`config.mk`:
```
export PLATFORM = sky130hd
export DESIGN_NAME = iteration_sync_controller
export DESIGN_NICKNAME = d
export VERILOG_FILES = /design/src/rtl/iteration_sync_controller.sv
export SDC_FILE = /design/constraint.sdc
export NUM_CORES = 1
export LEC_CHECK = 0
export BUFFER_PORTS_ARGS = -buffer_cell sky130_fd_sc_hd__buf_2
export CORE_ASPECT_RATIO = 2
export CORE_MARGIN = 10
export CORE_UTILIZATION = 52
export CTS_CLUSTER_SIZE = 8
export DETAILED_ROUTE_END_ITERATION = 7
export PLACE_DENSITY = 0.79
export SLEW_MARGIN = 10
export SYNTH_ARGS = -nofsm -noshare
export SYNTH_HDL_FRONTEND = slang
export SYNTH_SLANG_ARGS = --single-unit
```
`constraint.sdc`:
```
create_clock -name clk -period 2.5 [get_ports clk]
set_input_delay 0.375 -clock clk [delete_from_list [all_inputs] [get_ports clk]]
set_output_delay 0.375 -clock clk [all_outputs]
set_load 0.1 [all_outputs]
```
`src/rtl/iteration_sync_controller.sv`:
```
// Sequencing block between broadcast controller, PE array, rings and motion update unit.
// Optional watchdog: define ITER_SYNC_TIMEOUT_EN to enable timeout_err; otherwise it is tied 0.
module iteration_sync_controller #(
  parameter int NUM_CELLS         = 64,
  parameter int NUM_RINGS         = 1,
  parameter int PARTICLE_ID_WIDTH = 7,
  parameter int RD_LATENCY        = 2,
  parameter int DRAIN_CYCLES      = 64,
  parameter int ITER_CNT_WIDTH    = 16,
  parameter int TIMEOUT_CYCLES    = 1048576
) (
  input  logic                         clk,
  input  logic                         rst,
  input  logic                         start,
  input  logic [ITER_CNT_WIDTH-1:0]    num_iterations,
  input  logic                         bc_phase,
  input  logic                         bc_pause_reading,
  input  logic                         bc_reading_particle_num,
  input  logic [PARTICLE_ID_WIDTH-1:0] bc_particle_id,
  input  logic [PARTICLE_ID_WIDTH-1:0] bc_ref_id,
  input  logic [NUM_CELLS-1:0]         ref_wb_issued,
  input  logic                         goto_next_ref,
  input  logic [NUM_RINGS-1:0]         ring_empty,
  input  logic                         force_wr_any,
  input  logic                         force_buf_empty,
  input  logic                         filter_buf_empty,
  input  logic                         all_reading_done,
  input  logic                         mu_done,
  output logic                         pe_phase,
  output logic                         pe_pause_reading,
  output logic                         pe_reading_particle_num,
  output logic [PARTICLE_ID_WIDTH-1:0] pe_particle_id,
  output logic [PARTICLE_ID_WIDTH-1:0] pe_ref_id,
  output logic                         all_ref_wb_issued,
  output logic                         interconnect_empty,
  output logic                         all_force_wr_issued,
  output logic                         iter_start,
  output logic                         motion_update_start,
  output logic [ITER_CNT_WIDTH-1:0]    iter_count,
  output logic                         busy,
  output logic                         done,
  output logic                         timeout_err
);

  localparam int DL_W    = 3 + 2 * PARTICLE_ID_WIDTH;
  localparam int DRAIN_W = $clog2(DRAIN_CYCLES + 2);
  localparam logic [DRAIN_W-1:0] DRAIN_MAX = DRAIN_W'(DRAIN_CYCLES);

  typedef enum logic {
    TRK_CAPTURE,
    TRK_DRAIN
  } trk_state_e;

  typedef enum logic [1:0] {
    S_IDLE,
    S_FORCE,
    S_WAIT_MU,
    S_DONE
  } state_e;

  // ---------------------------------------------------------------------------
  // Broadcast delay line
  // ---------------------------------------------------------------------------
  logic [DL_W-1:0] dl_q [RD_LATENCY];

  always_ff @(posedge clk) begin
    if (!rst) begin
      // NOTE: the stages are reset (not left as plain storage) so pe_* reads 0 after reset, never X.
      for (int i = 0; i < RD_LATENCY; i++) dl_q[i] <= '0;
    end else begin
      dl_q[0] <= {bc_phase, bc_pause_reading, bc_reading_particle_num, bc_particle_id, bc_ref_id};
      for (int i = 1; i < RD_LATENCY; i++) dl_q[i] <= dl_q[i-1];
    end
  end

  assign {pe_phase, pe_pause_reading, pe_reading_particle_num, pe_particle_id, pe_ref_id} =
    dl_q[RD_LATENCY-1];

  // ---------------------------------------------------------------------------
  // Reference-writeback tracker and ring drain
  // ---------------------------------------------------------------------------
  trk_state_e           trk_state_q;
  logic [NUM_CELLS-1:0] cap_q;
  logic [DRAIN_W-1:0]   drain_cnt_q;
  logic                 all_ref_q;
  logic                 ic_q;
  logic                 iter_start_q;

  always_ff @(posedge clk) begin
    if (!rst) begin
      trk_state_q <= TRK_CAPTURE;
      cap_q       <= '0;
      drain_cnt_q <= '0;
      all_ref_q   <= 1'b0;
      ic_q        <= 1'b0;
    end else if (iter_start_q) begin
      trk_state_q <= TRK_CAPTURE;
      cap_q       <= '0;
      drain_cnt_q <= '0;
      all_ref_q   <= 1'b0;
      ic_q        <= 1'b0;
    end else begin
      case (trk_state_q)
        TRK_CAPTURE: begin
          cap_q <= cap_q | ref_wb_issued;
          if (&cap_q) begin
            all_ref_q   <= 1'b1;
            drain_cnt_q <= '0;
            trk_state_q <= TRK_DRAIN;
          end
        end
        TRK_DRAIN: begin
          if (goto_next_ref) begin
            // A writeback pulse coincident with the advance belongs to the next reference.
            cap_q       <= ref_wb_issued;
            all_ref_q   <= 1'b0;
            ic_q        <= 1'b0;
            drain_cnt_q <= '0;
            trk_state_q <= TRK_CAPTURE;
          end else begin
            if (drain_cnt_q != DRAIN_MAX) drain_cnt_q <= drain_cnt_q + DRAIN_W'(1);
            ic_q <= ic_q | ((drain_cnt_q == DRAIN_MAX) & (&ring_empty));
          end
        end
        default: trk_state_q <= TRK_CAPTURE;
      endcase
    end
  end

  assign all_ref_wb_issued   = all_ref_q;
  assign interconnect_empty  = ic_q;
  assign all_force_wr_issued = !force_wr_any & force_buf_empty & filter_buf_empty &
                               all_ref_q & ic_q;

  // ---------------------------------------------------------------------------
  // Iteration loop FSM
  // ---------------------------------------------------------------------------
  state_e                    state_q;
  logic                      mu_start_q;
  logic [ITER_CNT_WIDTH-1:0] iter_count_q;
  logic [ITER_CNT_WIDTH-1:0] num_iter_q;
  logic                      busy_q;
  logic                      done_q;
  logic [ITER_CNT_WIDTH-1:0] iter_count_inc;
  logic                      run_last;

  assign iter_count_inc = iter_count_q + ITER_CNT_WIDTH'(1);
  assign run_last       = (num_iter_q != '0) && (iter_count_inc == num_iter_q);

`ifdef ITER_SYNC_TIMEOUT_EN
  localparam int WD_W = $clog2(TIMEOUT_CYCLES + 1);
  localparam logic [WD_W-1:0] WD_LAST = WD_W'(TIMEOUT_CYCLES - 1);
  logic [WD_W-1:0] wd_q;
  logic            timeout_q;
  logic            wd_expired;

  // The pulse cycle itself counts as the first watched cycle.
  assign wd_expired = busy_q && !iter_start_q && !mu_start_q && (wd_q == WD_LAST);
`endif

  always_ff @(posedge clk) begin
    if (!rst) begin
      state_q      <= S_IDLE;
      iter_start_q <= 1'b0;
      mu_start_q   <= 1'b0;
      iter_count_q <= '0;
      num_iter_q   <= '0;
      busy_q       <= 1'b0;
      done_q       <= 1'b0;
`ifdef ITER_SYNC_TIMEOUT_EN
      wd_q         <= '0;
      timeout_q    <= 1'b0;
`endif
    end else begin
      iter_start_q <= 1'b0;
      mu_start_q   <= 1'b0;
`ifdef ITER_SYNC_TIMEOUT_EN
      if (iter_start_q || mu_start_q) wd_q <= WD_W'(1);
      else if (busy_q)                wd_q <= wd_q + WD_W'(1);

      if (wd_expired) begin
        timeout_q <= 1'b1;
        state_q   <= S_DONE;
        busy_q    <= 1'b0;
        done_q    <= 1'b1;
      end else
`endif
      case (state_q)
        S_IDLE, S_DONE: begin
          if (start) begin
            iter_start_q <= 1'b1;
            iter_count_q <= '0;
            num_iter_q   <= num_iterations;
            busy_q       <= 1'b1;
            done_q       <= 1'b0;
            state_q      <= S_FORCE;
`ifdef ITER_SYNC_TIMEOUT_EN
            timeout_q    <= 1'b0;
`endif
          end
        end
        S_FORCE: begin
          if (all_reading_done && all_force_wr_issued) begin
            mu_start_q <= 1'b1;
            state_q    <= S_WAIT_MU;
          end
        end
        S_WAIT_MU: begin
          if (mu_done) begin
            iter_count_q <= iter_count_inc;
            if (run_last) begin
              busy_q  <= 1'b0;
              done_q  <= 1'b1;
              state_q <= S_DONE;
            end else begin
              iter_start_q <= 1'b1;
              state_q      <= S_FORCE;
            end
          end
        end
        default: state_q <= S_IDLE;
      endcase
    end
  end

  assign iter_start          = iter_start_q;
  assign motion_update_start = mu_start_q;
  assign iter_count          = iter_count_q;
  assign busy                = busy_q;
  assign done                = done_q;
`ifdef ITER_SYNC_TIMEOUT_EN
  assign timeout_err         = timeout_q;
`else
  assign timeout_err         = 1'b0;
`endif

endmodule

```
==> flow_summary.yaml, run 1 <==
cts:
  htree_num_levels: 4
  cts_tree: "yes"
  clkTransAtPathRegs_ns: 0.06
  cts_hold_buf: 0
  cts_sinks: 146
  insertion_delay_ns: 0.41
  cts_made_buffers: 17
  clk_path_buf_depth: 2
  cts_root_buf: "clkbuf_16"
floorplan:
  die_x_microns: 94.1
  fp.dieH_microns: 168
  core_sq_um: 10800
  io-pin-count: 148
  initial_core_util: 0.528
  rows: 54
  die_area_sq_um: 15800
logic_synthesis:
  ys_seq_elements: 146
  async_flop_share: 0
  synth.most_common_cell: "dfxtp_1"
  synth_top_flop_cell: "dfxtp_1"
  synth-edff-count: 0
  synth_largest_area_cell: "dfxtp_1"
  yosys_warnings: 0
  synthCells: 589
  synth_common_cells: "dfxtp_1, a22o_1, nand2_1, and2_1, a21oi_1"
  netlist_top_cells_area: "dfxtp_1, a22o_1, and2_1"
  syn_nets: 702
  synth_cell_types: 57
  syn_avg_cell_area_sq_um: 9.69
  yosysSeqAreaShare: 0.512
  post-synth-top-area-fraction: 0.512
  synth_area_sq_um: 5710
detailed_routing:
  drtAntennaViolNets: 0
  dr.pass1.iters: 5
  route.detailed.drc: 0
  wirelength_mm: 15.5
  vias: 4887
  wl_per_cell_microns: 17.8
  drt_iter0_drc: 252
  via_per_inst: 5.60
place:
  io_buffers: 146
  gp_congestion: 0.930
  dp_hpwl_mm: 11.7
final_layout:
  multi_input_area_sq_um: 2530
  nets: 829
  areaGrowthSynthToFinish_pct: 24.6
  regArea_sq_um: 2940
  layout-drive-gt1-share: 0.288
  num-fill-cells: 944
setup_path:
  critPathRequiredTime_ns: 2.76
  crit_fanout: 8
  critPathBufInv: 0
  end_kind: "flip-flop"
  max_stage_delay_ns: 0.40
  cp-start-kind: "flip-flop"
  arrival_ns: 2.59
  path_class: "reg2reg"
  path_cells: "ha_1 -> nand3_4 -> or3_1 -> a2111oi_2 -> nand4b_1 -> o311ai_0 -> a211oi_1"
  cpLargestDelayFamily: "compound AO/OA/AOI/OAI gates"
  crit_slowest_cell: "or3_1"
timing:
  maxSlewHeadroom: 0.573
  fin_skew_ns: 0.00999
  setup_viol: 0
  min_period_over_period: 0.932
  fin_crit_ns: 2.33
  finalSetupTns_ns: 0
  maxSlewViolCount: 0
  final-hold-violation-count: 0
  grt_setup_unrepaired: "false"
  fmax_mhz: 429
  worst_pin_slew_ns: 0.641
run_status:
  status: "finished clean"
grt:
  track_usage: 0.197
  grt_pass1_vias: 5043
  grt_pass1_wl_mm: 24.8
  grt_max_degree: 67
  antenna_found_initial: 4
  grt-ovfl-total: 0
pwr:
  p_total_mw: 5.67
  cellPowerDensity_nw_per_um2: 797
  power_leakage_nw: 3.12
  irDropWorstVdd_mv: 0.532
run:
  drv_cap: 0
worst_hold_path:
  hold_class: "in2reg"
[cells in the final DEF, fill, tap and decap left out, drive strengths merged, types with 3 or more instances in the layout]
| cell | n |
|---|---|
| and3 | 4 |
| clkinv | 5 |
| nor2 | 32 |
| nand2 | 49 |
| nand4 | 20 |
| buf | 155 |
| or3 | 9 |
| and2 | 37 |
| nor4b | 3 |
| o211a | 3 |
| a22oi | 4 |
| ha | 6 |
| nor4 | 9 |
| a21oi | 36 |
| o21a | 4 |
| inv | 14 |
| nor2b | 5 |
| nand4b | 3 |
| nand3 | 15 |
| clkbuf | 21 |
| a31oi | 3 |
| a22o | 64 |
| dfxtp | 146 |
| o21ai | 15 |
| xor2 | 9 |
| diode | 4 |
| xnor2 | 17 |
| nor3 | 10 |
[cell type report]
cell class / count / area share
Timing Repair Buffer: 155 / 0.114
Multi-Input combinational cell: 385 / 0.356
Sequential cell: 146 / 0.413
Inverter: 11 / 0.00580
Clock buffer: 21 / 0.0691
Antenna cell: 4 / 0.00141
Clock inverter: 11 / 0.0160
Tap cell: 140 / 0.0246
[sequential cells by signal, indices dropped and copies added (netlist names)]
name,flops
num_iter_q,16
iter_start,1
cap_q,64
dl_q,34
interconnect_empty,1
motion_update_start,1
iter_count,16
busy,1
drain_cnt_q,7
all_ref_wb_issued,1
trk_state_q,1
done,1
state_q,2
[worst paths after layout]
path,start,depth (start not counted),to,slack [ns]
max,iter_count[0],7,iter_start,0.17
min,bc_ref_id[6],2,dl_q[0][6],0.17
max reg2reg,iter_count[0],7,iter_start,0.17
min reg2reg,dl_q[0][16],1,dl_q[0][33],0.43
[timing repair]
item | in CTS | in global routing
buffers inserted | 0 | 0
resized for setup | 0 | 1
endpoints found under the setup margin | 0 | 1
[metrics by stage]
step,setup slack (ns),hold slack [ns],instance area (sq um),util,instances
after detailed placement,0.170,0.420,6490,0.601,837
after CTS,0.158,0.157,7100,0.657,869
after floorplan,0.00450,0.412,5730,-,589
final,0.170,0.174,7110,0.658,873
after global placement,0.227,0.414,6490,0.601,837
after global routing,0.0627,0.161,7110,0.658,872
[cells by family after synthesis]
kind of cell | after synthesis | share of synthesized area
other | 1 | 0.000657
and+or+nand+nor | 206 | 0.195
DFF | 146 | 0.512
xor gates and xnor gates | 27 | 0.0438
adders and majority gates | 6 | 0.0131
AOI/OAI and AO/OA | 145 | 0.187
buffers and inverters | 58 | 0.0489
[routing by layer]
metal / up-vias / track usage / part of all wire
li1: 2356 / - / -
met1: 2313 / 0.186 / 0.34
met2: 180 / 0.365 / 0.57
met3: 38 / 0.0592 / 0.058
met4: 0 / 0.0983 / 0.030
met5: - / 0 / 0
[report_power, final]
part	switching [mW]	leakage [nW]	total, mW	internal (mW)
sequential	0.0912	1.21	2.58	2.49
combinational	0.329	1.61	0.564	0.235
clock	0.990	0.294	2.52	1.53
(Power assumes the default switching activity.)
==> run 2, diff against run 1 <==
--- a/config.mk
+++ b/config.mk
@@ -11,6 +11,7 @@
 export CORE_UTILIZATION = 52
 export CTS_CLUSTER_SIZE = 8
 export DETAILED_ROUTE_END_ITERATION = 7
+export MAX_ROUTING_LAYER = met4
 export PLACE_DENSITY = 0.79
 export SLEW_MARGIN = 10
 export SYNTH_ARGS = -nofsm -noshare
==> run 2 against run 1 <==
  * Clock skew about the same
  * Cell area unchanged
  * Maximum frequency decreased by 1.2%
  * Via count increased by 0.61%
  * Final cell count unchanged
  * Worst hold slack got worse by 0.0021 ns
  * Combinational power about the same
  * Setup slack got worse by 0.028 ns
  * Core utilization unchanged
  * Die area unchanged
  * Critical path type unchanged
  * Largest power group unchanged
  * Highest routed layer unchanged
==> flow_summary.yaml, run 2 (same netlist as run 1, synthesis figures left out) <==
timing:
  fmax_mhz: 424
  worst_pin_slew_ns: 0.640
  fin_skew_ns: 0.00957
  fin_crit_ns: 2.36
  grt_setup_unrepaired: "false"
  finalSetupTns_ns: 0
  final-hold-violation-count: 0
  maxSlewHeadroom: 0.573
  min_period_over_period: 0.943
  setup_viol: 0
  maxSlewViolCount: 0
cts:
  cts_tree: "yes"
  cts_setup_buffers: 0
  clk_path_buf_depth: 2
  ctsResizeCount: 0
  clkTransAtPathRegs_ns: 0.06
  cts_made_buffers: 17
  cts_sinks: 146
  insertion_delay_ns: 0.41
  htree_num_levels: 4
  cts_root_buf: "clkbuf_16"
  cts_hold_buf: 0
final_layout:
  layout-drive-gt1-share: 0.288
  regArea_sq_um: 2940
  final_util: 0.658
  areaGrowthSynthToFinish_pct: 24.6
  largest_register_ffs: 64
  finalNonFillerCells: 873
  layout_commonest_cell: "buf_2"
  reg.largest.list: "cap_q: 64 flops, dl_q: 34 flops"
  nets: 829
  layout_common_cells: "buf_2, dfxtp_1, a22o_1"
  design_area_sq_um: 7110
  multi_input_area_sq_um: 2530
  num-fill-cells: 944
  top_register: "cap_q"
grt:
  antenna_found_initial: 4
  track_usage: 0.202
  grt_pass1_vias: 5063
  grt_pass1_wl_mm: 24.8
  grt-ovfl-total: 0
  grt_max_degree: 67
place:
  io_buffers: 146
  placedCellCount: 837
  placed_area_sq_um: 6490
  dp_hpwl_mm: 11.7
  gp_congestion: 0.947
floorplan:
  io-pin-count: 148
  fp.dieH_microns: 168
  core_sq_um: 10800
  die_x_microns: 94.1
  initial_core_util: 0.528
  rows: 54
  die_area_sq_um: 15800
setup_path:
  arrival_ns: 2.61
  cp-start-kind: "flip-flop"
  max_stage_delay_ns: 0.40
  path_cells: "ha_1 -> nand3_4 -> or3_1 -> a2111oi_2 -> nand4b_1 -> o311ai_0 -> a211oi_1"
  crit_fanout: 8
  path_class: "reg2reg"
  critPathRequiredTime_ns: 2.76
  end_kind: "flip-flop"
  crit_slowest_cell: "or3_1"
pwr:
  irDropWorstVdd_mv: 0.531
  power_leakage_nw: 3.12
  p_total_mw: 5.66
  cellPowerDensity_nw_per_um2: 796
run:
  drv_cap: 0
detailed_routing:
  wl_met2_mm: 8.88
  route.detailed.drc: 0
  drt_iter0_drc: 268
  vias: 4917
  drtAntennaViolNets: 0
  wirelength_mm: 15.5
  route.met3.wl_microns: 823
  via_per_inst: 5.63
  wl_per_cell_microns: 17.8
  top_layer_used: "met4"
  dr.pass1.iters: 4
  route.layer.met1.wl_mm: 5.31
worst_hold_path:
  hold_class: "in2reg"
run_status:
  status: "finished clean"
[run 2: cell counts in the layout (fill, tap and decap cells not counted)]
Identical to the previous run, type by type.
[run 2: worst max-delay path, delay by kind of cell (launching register included)]
kind | cells | cell delay (ns)
and+or+nand+nor | 3 | 0.71
DFF | 1 | 0.39
AOI/OAI and AO/OA | 3 | 0.83
adders and majority gates | 1 | 0.28
[run 2: report_power, final]
group	total, mW	internal (mW)	switching [mW]
logic	0.566	0.235	0.331
clock network	2.52	1.53	0.987
registers	2.58	2.49	0.0909
total	5.66	4.26	1.41
[run 2: per-layer routing]
layer,vias up,global-route usage
met2,173,0.364
met5,-,-
met4,0,0.100
met1,2343,0.188
li1,2359,-
met3,42,0.0543
[run 2: worst paths after layout]
path / end / from / slack (ns) / cells after the start
max: iter_start / iter_count[0] / 0.14 / 7
min: dl_q[0][6] / bc_ref_id[6] / 0.17 / 2
max reg2reg: iter_start / iter_count[0] / 0.14 / 7
min reg2reg: dl_q[0][33] / dl_q[0][16] / 0.43 / 1
[run 2: area by class of cell]
class,instances,share of cell area
sequential,146,0.413
multi-input combinational,385,0.356
timing repair buffer,155,0.114
clock buffer,21,0.0691
tap,140,0.0246
clock inverter,11,0.0160
inverter,11,0.00580
antenna,4,0.00141
[run 2: stage by stage]
| stage | hold WS (ns) | setup WS, ns |
|---|---|---|
| global placement | 0.414 | 0.227 |
| floorplan | 0.412 | 0.00450 |
| detailed placement | 0.420 | 0.170 |
| global route | 0.161 | 0.0519 |
| finish | 0.172 | 0.142 |
| CTS | 0.157 | 0.158 |
